--- src/rtl/control_nivel.sv ---
// rtl/control_nivel.sv - level/lives/phase controller driving the vehicle-lane NV bus and CN load strobe
// Optional CNV_CONTINUE_EN: START from GAMEOVER keeps the current level.
module control_nivel #(
  parameter int                       DATAWIDTH_NVL   = 2,
  parameter logic [DATAWIDTH_NVL-1:0] NV_MAX          = 2'b11,
  parameter int                       DATAWIDTH_LIVES = 2,
  parameter int                       LIVES_INIT      = 3,
  parameter int                       HIT_HOLD        = 8
) (
  input  logic                       CNV_CLOCK,
  input  logic                       CNV_RESET,
  input  logic                       CNV_START_IN,
  input  logic                       CNV_GOAL_IN,
  input  logic                       CNV_COLLISION_IN,
  input  logic                       CNV_TICK_IN,
  output logic [DATAWIDTH_NVL-1:0]   CNV_NV_OUT,
  output logic                       CNV_CN_OUT,
  output logic                       CNV_FROG_RST_OUT,
  output logic [DATAWIDTH_LIVES-1:0] CNV_LIVES_OUT,
  output logic                       CNV_PLAYING_OUT,
  output logic                       CNV_GAMEOVER_OUT,
  output logic                       CNV_WIN_OUT
);

  localparam int CW = $clog2(HIT_HOLD + 1);
  localparam logic [DATAWIDTH_LIVES-1:0] LIVES_START = DATAWIDTH_LIVES'(LIVES_INIT);
  localparam logic [CW-1:0] HOLD_START = CW'(HIT_HOLD);

  typedef enum logic [2:0] {
    S_IDLE, S_LOAD, S_PLAY, S_HIT, S_GAMEOVER, S_WIN
  } state_t;

  state_t                     state, state_nx;
  logic [DATAWIDTH_NVL-1:0]   nv_q, nv_nx;
  logic [DATAWIDTH_LIVES-1:0] lives_q, lives_nx;
  logic [CW-1:0]              cnt_q, cnt_nx;
  logic                       cn_q, playing_q, gameover_q, win_q;

  always_comb begin
    state_nx = state;
    nv_nx    = nv_q;
    lives_nx = lives_q;
    cnt_nx   = cnt_q;
    case (state)
      S_IDLE, S_WIN: begin
        if (CNV_START_IN) begin
          state_nx = S_LOAD;
          nv_nx    = '0;
          lives_nx = LIVES_START;
        end
      end
      S_GAMEOVER: begin
        if (CNV_START_IN) begin
          state_nx = S_LOAD;
          lives_nx = LIVES_START;
`ifdef CNV_CONTINUE_EN
          nv_nx    = nv_q;
`else
          nv_nx    = '0;
`endif
        end
      end
      S_LOAD: state_nx = S_PLAY;
      S_PLAY: begin
        // collision outranks a goal arriving in the same cycle
        if (CNV_COLLISION_IN) begin
          if (lives_q > DATAWIDTH_LIVES'(1)) begin
            lives_nx = lives_q - DATAWIDTH_LIVES'(1);
            cnt_nx   = HOLD_START;
            state_nx = S_HIT;
          end else begin
            lives_nx = '0;
            state_nx = S_GAMEOVER;
          end
        end else if (CNV_GOAL_IN) begin
          if (nv_q == NV_MAX) begin
            state_nx = S_WIN;
          end else begin
            nv_nx    = nv_q + DATAWIDTH_NVL'(1);
            state_nx = S_LOAD;
          end
        end
      end
      S_HIT: begin
        if (CNV_TICK_IN) begin
          if (cnt_q <= CW'(1)) begin
            cnt_nx   = '0;
            state_nx = S_LOAD;
          end else begin
            cnt_nx   = cnt_q - CW'(1);
          end
        end
      end
      default: state_nx = S_IDLE;
    endcase
  end

  // CN follows the LOAD cycle so NV has already been stable for one cycle
  always_ff @(posedge CNV_CLOCK) begin
    if (CNV_RESET) begin
      state      <= S_IDLE;
      nv_q       <= '0;
      lives_q    <= LIVES_START;
      cnt_q      <= '0;
      cn_q       <= 1'b0;
      playing_q  <= 1'b0;
      gameover_q <= 1'b0;
      win_q      <= 1'b0;
    end else begin
      state      <= state_nx;
      nv_q       <= nv_nx;
      lives_q    <= lives_nx;
      cnt_q      <= cnt_nx;
      cn_q       <= (state == S_LOAD);
      playing_q  <= (state_nx == S_PLAY);
      gameover_q <= (state_nx == S_GAMEOVER);
      win_q      <= (state_nx == S_WIN);
    end
  end

  assign CNV_NV_OUT       = nv_q;
  assign CNV_CN_OUT       = cn_q;
  assign CNV_FROG_RST_OUT = cn_q;
  assign CNV_LIVES_OUT    = lives_q;
  assign CNV_PLAYING_OUT  = playing_q;
  assign CNV_GAMEOVER_OUT = gameover_q;
  assign CNV_WIN_OUT      = win_q;

endmodule

--- config.mk ---
export PLATFORM = sky130hd
export DESIGN_NAME = control_nivel
export DESIGN_NICKNAME = d
export VERILOG_FILES = /design/src/rtl/control_nivel.sv
export SDC_FILE = /design/constraint.sdc
export NUM_CORES = 1
export LEC_CHECK = 0
export ABC_AREA = 1
export BUFFER_PORTS_ARGS = -buffer_cell sky130_fd_sc_hd__buf_2
export CORE_MARGIN = 2
export CORE_UTILIZATION = 30
export CTS_CLUSTER_DIAMETER = 120
export DETAILED_ROUTE_END_ITERATION = 6
export PLACE_DENSITY = 0.58
export SETUP_SLACK_MARGIN = 0.3
export SYNTH_ARGS = -nofsm -noshare
export SYNTH_HDL_FRONTEND = slang
export SYNTH_SLANG_ARGS = --single-unit
--- constraint.sdc ---
create_clock -name CNV_CLOCK -period 2.05 [get_ports CNV_CLOCK]
set_input_delay 0.41 -clock CNV_CLOCK [delete_from_list [all_inputs] [get_ports CNV_CLOCK]]
set_output_delay 0.41 -clock CNV_CLOCK [all_outputs]
set_load 0.01 [all_outputs]
==> flow_summary.json <==
{
  "critical-path-top-delay-family": "simple AND/OR/NAND/NOR gates",
  "clock_tree.buffer_depth": 2,
  "drt_first_iter_violations": 18,
  "crit_fanout": 4,
  "total_number_of_cells_along_the_worst_setup_path": 10,
  "critical_path_type": "reg -> reg",
  "design.core.area_mm2": 0.002781,
  "r2r-start": "cnt_q[0]$_SDFFE_PP0P_",
  "remaining_overflow_grt": 0,
  "start_util_pct": 31.62,
  "antenna_violating_nets_post_route": 0,
  "antennaDiodeCount": 0,
  "cp_slowest_stage_delay_ps": 340,
  "timing.fmax_mhz": 713.5,
  "synth.distinct_cells": 14,
  "drc_errors": 0,
  "numCtsBuffers": 3,
  "finalHoldViolations": 0,
  "dp_worst_setup_slack_ps": 680.5,
  "timing.reg2reg.setup_slack_ps": 650,
  "synth_cells": 145,
  "dp_hpwl_mm": 1.490,
  "final.setup_skew_ps": 5.827,
  "crit_top_cell": "sky130_fd_sc_hd__nand2_1",
  "die_w_um": 58.15,
  "cts_htree_levels": 1,
  "port_buffers": 14,
  "finalWorstSetupSlack_ps": 648.6,
  "crit_end": "CNV_GAMEOVER_OUT$_SDFF_PP0_",
  "place.gp.congestion": 0.7480,
  "timing.max_slew.rel_slack_pct": 80.90,
  "wl_per_cell_um": 9.781,
  "yosys_warnings": 0,
  "synth_sequential_area_ratio_pct": 34.14,
  "cp_data_required_time_ps": 2270,
  "outcome": "finished clean",
  "fin_crit_period_ps": 1401,
  "clock_sinks": 15,
  "placement_rows": 19,
  "critical_path.n_buffers_inverters": 2,
  "critical_path.slowest_cell": "sky130_fd_sc_hd__dfxtp_1",
  "number_of_antenna_violations_at_the_first_check_in_global_routing": 0,
  "proportion_of_layout_cells_with_a_drive_suffix_above_1_pct": 13.04,
  "crit-reg2reg-capture": "CNV_GAMEOVER_OUT$_SDFF_PP0_",
  "setup_tns_ps": 0,
  "finalPower_uw": 723.1,
  "r2r.worst_path.cells": 10,
  "drv_slew": 0,
  "grtUsageTotal_pct": 12.66,
  "power_leakage_nw": 0.5601,
  "grt_max_degree": 10,
  "clk_root_buffer_cell": "sky130_fd_sc_hd__clkbuf_4",
  "final_common_cell": "sky130_fd_sc_hd__nand2_1",
  "flow.area_growth_from_synthesis_pct": 13.80,
  "clk_pin_slew_worst_paths_ps": 100,
  "mostFrequentLayoutCells": "53 x sky130_fd_sc_hd__nand2_1, 24 x sky130_fd_sc_hd__inv_1, 20 x sky130_fd_sc_hd__nor2_1",
  "pwr_density_cell_mw_per_mm2": 722.4,
  "cts_hold_repair.buffers": 0,
  "postSynthNetCount": 154,
  "peakVddDrop_mv": 0.4368,
  "start_kind": "flip-flop",
  "cp.arrival_ps": 1630,
  "cts_resized": 0,
  "worst_setup_path_startpoint": "cnt_q[0]$_SDFFE_PP0P_",
  "endpoint_kind": "flip-flop",
  "cts_post_setup_buffers_inserted": 0,
  "ioPinCount": 15,
  "worst_pin_slew_ps": 286.2,
  "dr.pass1.iters": 4,
  "drv.max_cap_violation_count": 0,
  "rsz0062_at_grt": "no",
  "drt-total-wl_mm": 1.878,
  "viasPerCell": 4.599,
  "critical_path.cell_chain": "inv_1, ha_1, inv_1, nand2_1, nand2_1, nand2_1, nand2_1, nor2_1, nand2_1, nor2_1",
  "synth_seq_cells": 15,
  "post-route-period-util_pct": 68.36,
  "finalCoreUtilization_pct": 35.99,
  "hold_path_class": "in -> reg",
  "tritoncts": "done",
  "final-setup-viol-count": 0,
  "clk_latency_ps": 280,
  "first_global_vias": 820,
  "num_vias": 883,
  "synthesis.area_um2": 879.6,
  "num-nets-final": 171,
  "die_area_mm2": 0.003381,
  "first_pass_grt_wire_length_mm": 3.339,
  "die_height_um": 58.15,
  "synth_area_per_cell_um2": 6.066
}
[cells by family (layout without fill, tap and decap cells)]
group	after synthesis	count (layout)	share of synthesized area [%]
fa+ha+maj	3	3	4.268
compound gates	7	7	4.410
simple gates	94	94	45.23
buf+inv	26	42	11.95
flops	15	15	34.14
[metrics by stage]
step / instances / hold WS [ps] / area, um2
2_1_floorplan: 145 / 455.4 / 879.6
3_3_place_gp: 188 / 487.1 / 973.4
3_5_place_dp: 188 / 479.5 / 973.4
4_1_cts: 192 / 337.3 / 1001
5_1_grt: 192 / 333.5 / 1001
6_report: 192 / 347.1 / 1001
[power breakdown]
part,internal (mW),switching [mW],leakage (nW)
Combinational,0.0744,0.131,0.420
Clock,0.0723,0.101,0.0177
Sequential,0.318,0.0264,0.123
Total,0.465,0.258,0.560
[worst min path at each step]
stage                               start                    end  slack (ps)  cells past startpoint
CTS                             CNV_RESET  cnt_q[0]$_SDFFE_PP0P_         340                      2
detailed placement  cnt_q[0]$_SDFFE_PP0P_  cnt_q[0]$_SDFFE_PP0P_         480                      2
global route                    CNV_RESET  cnt_q[0]$_SDFFE_PP0P_         330                      2
finish                          CNV_RESET  cnt_q[0]$_SDFFE_PP0P_         350                      2
global placement    cnt_q[0]$_SDFFE_PP0P_  cnt_q[0]$_SDFFE_PP0P_         490                      2
floorplan           cnt_q[0]$_SDFFE_PP0P_  cnt_q[0]$_SDFFE_PP0P_         460                      2
[state kept, by name, indices dropped and copies added, names as in the netlist]
register	flops
cnt_q	4
state	3
CNV_LIVES_OUT	2
CNV_NV_OUT	2
CNV_CN_OUT	1
CNV_GAMEOVER_OUT	1
CNV_PLAYING_OUT	1
CNV_WIN_OUT	1
[routing by layer]
| metal | GRT usage [%] | vias up | part of all wire [%] |
|---|---|---|---|
| met5 | 0 | - | 0 |
| met4 | 5.980 | 0 | 0.85 |
| met3 | 1.786 | 2 | 3.3 |
| met2 | 22.08 | 12 | 48 |
| met1 | 15.23 | 393 | 48 |
| li1 | - | 476 | - |
[synth_stat cells]
library cell,instances,share of area (%)
sky130_fd_sc_hd__nand3b_1,1,0.85
sky130_fd_sc_hd__nor2_4,2,2.6
sky130_fd_sc_hd__nor2_1,20,8.5
sky130_fd_sc_hd__buf_4,2,1.7
sky130_fd_sc_hd__ha_1,3,4.3
sky130_fd_sc_hd__inv_1,24,10
sky130_fd_sc_hd__o21ai_2,1,1.0
sky130_fd_sc_hd__o21ai_0,2,1.1
sky130_fd_sc_hd__nand3_1,13,7.4
sky130_fd_sc_hd__a21oi_1,4,2.3
sky130_fd_sc_hd__nor3_1,2,1.1
sky130_fd_sc_hd__nand4_1,3,2.1
sky130_fd_sc_hd__dfxtp_1,15,34
sky130_fd_sc_hd__nand2_1,53,23
[area by class of cell]
class                      instances  area [um2]
tap                               31       38.79
multi-input combinational        104       474.2
clock inverter                     1       5.005
clock buffer                       3       22.52
inverter                          24       90.09
timing repair buffer              14       70.07
fill                             297        1780
sequential                        15       300.3
Note: power is estimated with default switching activity, not from simulation.
